### config.mk
export PLATFORM = sky130hd
export DESIGN_NAME = twgen
export DESIGN_NICKNAME = d
export VERILOG_FILES = /design/src/rtl/twgen.sv
export SDC_FILE = /design/constraint.sdc
export NUM_CORES = 1
export LEC_CHECK = 0
export CAP_MARGIN = 30
export CORE_AREA = 2 2 237 122
export CTS_CLUSTER_DIAMETER = 30
export DETAILED_ROUTE_END_ITERATION = 10
export DIE_AREA = 0 0 239 124
export PLACE_DENSITY = 0.77
export SETUP_SLACK_MARGIN = 0.3
export SYNTH_ARGS = -nofsm -noshare
export SYNTH_HDL_FRONTEND = slang
export SYNTH_SLANG_ARGS = --single-unit
### constraint.sdc
create_clock -name clk -period 10.4 [get_ports clk]
set_clock_uncertainty 0.2 [all_clocks]
set_input_delay 2.08 -clock clk [delete_from_list [all_inputs] [get_ports clk]]
set_output_delay 2.08 -clock clk [all_outputs]
set_load 0.1 [all_outputs]
### src/rtl/twgen.sv
// FFT twiddle-factor generator: quarter-wave cosine table with quadrant folding,
// fed either by single-index requests or by an internal strided sweep sequencer.
module twgen #(
  parameter int LOG2N = 10,
  parameter int DW    = 16
) (
  input  logic                 clk,
  input  logic                 rst_n,
  input  logic                 twact,
  input  logic [LOG2N-1:0]     twa,
  input  logic                 inv,
  input  logic                 seq_start,
  input  logic [LOG2N-1:0]     seq_base,
  input  logic [LOG2N-1:0]     seq_stride,
  input  logic [LOG2N:0]       seq_len,
  output logic                 busy,
  output logic [DW-1:0]        twdr_cos,
  output logic [DW-1:0]        twdr_sin,
  output logic                 twvld,
  output logic                 twlast
);

  localparam int N  = 1 << LOG2N;
  localparam int QW = LOG2N - 2;
  localparam int Q  = 1 << QW;

  // Elaboration-time cosine (Taylor series), truncated toward zero.
  function automatic logic signed [DW-1:0] cos_entry(input int j);
    real x, term, sum, amp;
    amp  = real'((64'd1 << (DW - 1)) - 64'd1);
    x    = 2.0 * 3.14159265358979323846 * real'(j) / real'(N);
    term = 1.0;
    sum  = 1.0;
    for (int k = 1; k <= 12; k++) begin
      term = -term * x * x / real'((2 * k - 1) * (2 * k));
      sum  = sum + term;
    end
    return DW'($rtoi(amp * sum));
  endfunction

  logic signed [DW-1:0] tab_s [Q];
  for (genvar j = 0; j < Q; j++) begin : g_tab
    localparam logic signed [DW-1:0] CV = cos_entry(j);
    assign tab_s[j] = CV;
  end

  typedef enum logic {IDLE = 1'b0, SWEEP = 1'b1} state_e;

  state_e             state_q, state_d;
  logic [LOG2N-1:0]   acc_q, acc_d, stride_q, stride_d;
  logic [LOG2N:0]     cnt_q, cnt_d;
  logic               iss_v_s, iss_last_s;
  logic [LOG2N-1:0]   iss_idx_s;

  // Sequencer state register.
  always_ff @(posedge clk or negedge rst_n) begin
    if (!rst_n) begin
      state_q  <= IDLE;
      acc_q    <= '0;
      stride_q <= '0;
      cnt_q    <= '0;
    end else begin
      state_q  <= state_d;
      acc_q    <= acc_d;
      stride_q <= stride_d;
      cnt_q    <= cnt_d;
    end
  end

  // Sequencer next state; the accumulator wraps modulo N by its width.
  always_comb begin
    state_d  = state_q;
    acc_d    = acc_q;
    stride_d = stride_q;
    cnt_d    = cnt_q;
    case (state_q)
      IDLE: begin
        if (seq_start && (seq_len != '0)) begin
          state_d  = SWEEP;
          acc_d    = seq_base;
          stride_d = seq_stride;
          cnt_d    = seq_len;
        end else begin
          state_d  = IDLE;
        end
      end
      SWEEP: begin
        acc_d = acc_q + stride_q;
        cnt_d = cnt_q - (LOG2N+1)'(1);
        if (cnt_q == (LOG2N+1)'(1)) state_d = IDLE;
        else                        state_d = SWEEP;
      end
      default: state_d = IDLE;
    endcase
  end

  // Sequencer outputs: index source selection; seq_start beats twact in IDLE.
  always_comb begin
    busy       = (state_q == SWEEP);
    iss_v_s    = 1'b0;
    iss_idx_s  = twa;
    iss_last_s = 1'b0;
    if (state_q == SWEEP) begin
      iss_v_s    = 1'b1;
      iss_idx_s  = acc_q;
      iss_last_s = (cnt_q == (LOG2N+1)'(1));
    end else begin
      iss_v_s    = twact && !seq_start;
    end
  end

  logic                 i_v_q, i_inv_q, i_last_q;
  logic [LOG2N-1:0]     i_idx_q;
  logic                 v1_q, rz1_q, inv1_q, last1_q;
  logic [1:0]           q1_q, q2_q;
  logic [QW-1:0]        ac1_q, as1_q;
  logic                 v2_q, inv2_q, last2_q;
  logic signed [DW-1:0] c2_q, s2_q, c3_s, s3_s;

  // Issue register followed by fold, table read and sign/swap stages.
  always_ff @(posedge clk or negedge rst_n) begin
    if (!rst_n) begin
      i_v_q <= 1'b0; i_inv_q <= 1'b0; i_last_q <= 1'b0; i_idx_q <= '0;
      v1_q <= 1'b0; rz1_q <= 1'b0; inv1_q <= 1'b0; last1_q <= 1'b0;
      q1_q <= 2'd0; ac1_q <= '0; as1_q <= '0;
      v2_q <= 1'b0; inv2_q <= 1'b0; last2_q <= 1'b0; q2_q <= 2'd0;
      c2_q <= '0; s2_q <= '0;
      twvld <= 1'b0; twlast <= 1'b0; twdr_cos <= '0; twdr_sin <= '0;
    end else begin
      i_v_q    <= iss_v_s;
      i_idx_q  <= iss_idx_s;
      i_inv_q  <= inv;
      i_last_q <= iss_last_s;
      v1_q     <= i_v_q;
      q1_q     <= i_idx_q[LOG2N-1:LOG2N-2];
      ac1_q    <= i_idx_q[QW-1:0];
      as1_q    <= QW'(0) - i_idx_q[QW-1:0];
      rz1_q    <= (i_idx_q[QW-1:0] == '0);
      inv1_q   <= i_inv_q;
      last1_q  <= i_last_q;
      v2_q     <= v1_q;
      q2_q     <= q1_q;
      inv2_q   <= inv1_q;
      last2_q  <= last1_q;
      c2_q     <= tab_s[ac1_q];
      s2_q     <= rz1_q ? '0 : tab_s[as1_q];
      twvld    <= v2_q;
      twlast   <= v2_q && last2_q;
      if (v2_q) begin
        twdr_cos <= c3_s;
        twdr_sin <= inv2_q ? s3_s : -s3_s;
      end else begin
        twdr_cos <= twdr_cos;
        twdr_sin <= twdr_sin;
      end
    end
  end

  // Quadrant map of the folded (C, S) pair.
  always_comb begin
    c3_s = c2_q;
    s3_s = s2_q;
    case (q2_q)
      2'd0:    begin c3_s =  c2_q; s3_s =  s2_q; end
      2'd1:    begin c3_s = -s2_q; s3_s =  c2_q; end
      2'd2:    begin c3_s = -c2_q; s3_s = -s2_q; end
      2'd3:    begin c3_s =  s2_q; s3_s = -c2_q; end
      default: begin c3_s =  c2_q; s3_s =  s2_q; end
    endcase
  end

endmodule

==> qor.txt <==
Unrepaired setup endpoints after global routing: false
Worst setup path category: flop to primary output
Vias: 17200
Die X: 239 um
Worst setup path start: busy$_DFF_PN0_
CP endpoint kind: primary output
First-pass GRT wire length: 88.5 mm
Max frequency: 0.235 GHz
Top cells by area, synth: dfrtp_1, a21oi_1, nand2_1
Crit Reg-Reg Startpoint: ac1_q[1]$_DFF_PN0_
Synth Area in XOR/XNOR: 3.28%
Worst Path Required: 8.12 ns
Htree depth: 4
Top cell type's share of synthesized area: 22.6%
Cells along the critical path: clkdlybuf4s50_1
Simple-Gate Fraction of Synth Area: 23.2%
Antenna violations before repair: 1
Synth area leader: dfrtp_1
Cts bufs inserted: 17
Final hold viol count: 0
Hold slack: 0.148 ns
Compound-cell area share of the yosys netlist: 34.3%
Critical path's slowest cell: clkdlybuf4s50_1
N_diodes: 0
Final Core Density: 59.2%
Buffers and inverters on the worst path: 1
Largest family of logic cells by synthesized area: compound AO/OA/AOI/OAI gates
Arrival @ worst endpoint: 1.98 ns
CTS resizes: 0
Warnings, synthesis: 0
Die footprint: 29600 um^2
Fin Setup TNS: 0 ns
Final Slew Violations: 0
DR DRC count: 2
Delay-heaviest family, CP: buffers and inverters
First drt pass iteration count: 11
Sequential area share after synthesis: 22.6%
GR Util All Layers: 38.5%
Largest net degree at the start of global routing: 88
Min cycle time layout: 4.26 ns
Synth Instances: 2116
Synthesized flop and latch total: 135
WL/cell: 23.9 um
DP HPWL: 38.2 mm
Design area: 16300 um^2
Nets: 2114
Avg Cell Area, Syn: 7.07 um^2
I/O pin count: 81
Grt total ovfl: 0
Asr flop ratio synth: 100%
CTS tree: yes
# rows: 43
Synth Area in Adders: 3.65%
Clock Latency Late Sink: 0.44 ns
Net Count, Synth: 2205
Synthesized area: 15000 um^2
Critical path fanouts, max: 2
Die height: 124 um
Max incr delay on CP: 1.15 ns
Area Growth Syn to Fin: 8.65%
Commonest non-fill, non-tap cell in the layout: nand2_1
Primary FF master, synth: dfrtp_1
Layout cell share with drive strength beyond 1: 7.26%
Initial core utilization: 54.5%
Root Buffer: clkbuf_16
CORE AREA: 27400 um^2
Multiplexer share of the synthesized area: 5.88%
Hold/Removal Path Class: flop to flop
Hold Crit Start: i_inv_q$_DFF_PN0_
DRT iter0 DRCs: 4126
Placed cell area: 15700 um^2
Vias per inst: 7.18
Gpl congestion: 1.04
Number of synthesized flops with an enable pin: 0
Input/output buffers: 80
WL final: 57.3 mm
CTS Hold Bufs: 0
Worst slew margin: 23.4%
Status: finished with violations
Commonest non-fill, non-tap cells in the layout: nand2_1, a21oi_1, nor2_1
Clk sinks: 135
Number of global-route vias before repair: 15100
Clock transition at path regs: 0.07 ns
Max-cap violations: 0
Failing checks: design-rule violations
Final Cycle Share: 41.0%
Yosys cell types: 91
Worst Setup Start Kind: flop
Post-CTS setup buffers: 0
Slew @ Worst Pin: 1.12 ns
Routed Antenna Nets: 0
Final setup viols: 0
Bufs on Longest Clock Path: 2
-- layer usage --
layer	GRT usage, %	up-vias	wire length, um
met3	10.6	274	7930
met4	18.2	2	2750
met1	54.6	7896	24000
li1	-	7627	-
met2	53.9	1415	22700
met5	0	-	13
-- Yosys cell counts (10+ instances only) --
library cell and instances:
a2111oi_0 10, buf_1 34, mux4_2 12, nor2b_1 26
xnor2_1 35, o21ai_0 193, nor3_1 71, nand2_1 260
mux2i_1 38, o211ai_1 53, or2_2 11, a31oi_1 28
xor2_1 21, a221oi_1 18, clkbuf_1 176, ha_1 42
mux2_2 19, nor4_1 12, and3_1 11, o31ai_1 14
dfrtp_1 135, a21o_1 11, a311oi_1 30, buf_2 13
nand2b_1 28, and2_1 13, a211oi_1 67, nand3_1 60
or3_1 12, o311ai_0 23, nor2_1 204, inv_1 43
o22ai_1 19, a21oi_1 214
-- worst paths after layout --
| kind | endpoint | slack [ns] | cells after the start |
|---|---|---|---|
| min | inv1_q$_DFF_PN0_ | 0.15 | 0 |
| max in group asynchronous | ac1_q[3]$_DFF_PN0_ | 7.17 | 2 |
| min in group asynchronous | c2_q[10]$_DFF_PN0_ | 1.42 | 1 |
| max reg2reg | c2_q[1]$_DFF_PN0_ | 6.16 | 7 |
| min reg2reg | inv1_q$_DFF_PN0_ | 0.15 | 0 |
| max | busy | 6.14 | 1 |
-- metrics by stage --
stage          std cells  setup slack, ns
6_report            2398             6.14
5_1_grt             2398             6.09
4_1_cts             2398             6.12
3_5_place_dp        2366             6.12
3_3_place_gp        2363             5.74
2_1_floorplan       2116             6.77
-- sequential cells by signal (all words and copies together), names as in the netlist, 2 cells and up --
signal / cells
twdr_cos: 16
twdr_sin: 16
c2_q: 15
s2_q: 15
cnt_q: 11
acc_q: 10
i_idx_q: 10
stride_q: 10
as1_q: 8
ac1_q: 7
q1_q: 2
q2_q: 2
-- cell families (layout without fill, tap and decap cells) --
| family | after synthesis | after routing |
|---|---|---|
| DFF | 135 | 135 |
| xor gates and xnor gates | 56 | 56 |
| AOI/OAI and AO/OA | 790 | 790 |
| and+or+nand+nor | 747 | 747 |
| buffers and inverters | 275 | 197 |
| adders and majority gates | 43 | 43 |
| muxes | 70 | 70 |
-- area by class of cell --
cell class | instances | area (um^2)
well taps | 360 | 450
fillers | 2589 | 11200
inverters | 49 | 184
flip-flops and latches | 135 | 3400
clock inverters | 11 | 124
multi-input cells | 1706 | 10500
repair buffers | 116 | 1110
clock buffers | 21 | 460
Power is left out: the tool's default activity adds up to more than one toggle a clock period on the data nets, which glitch-free logic cannot reach.
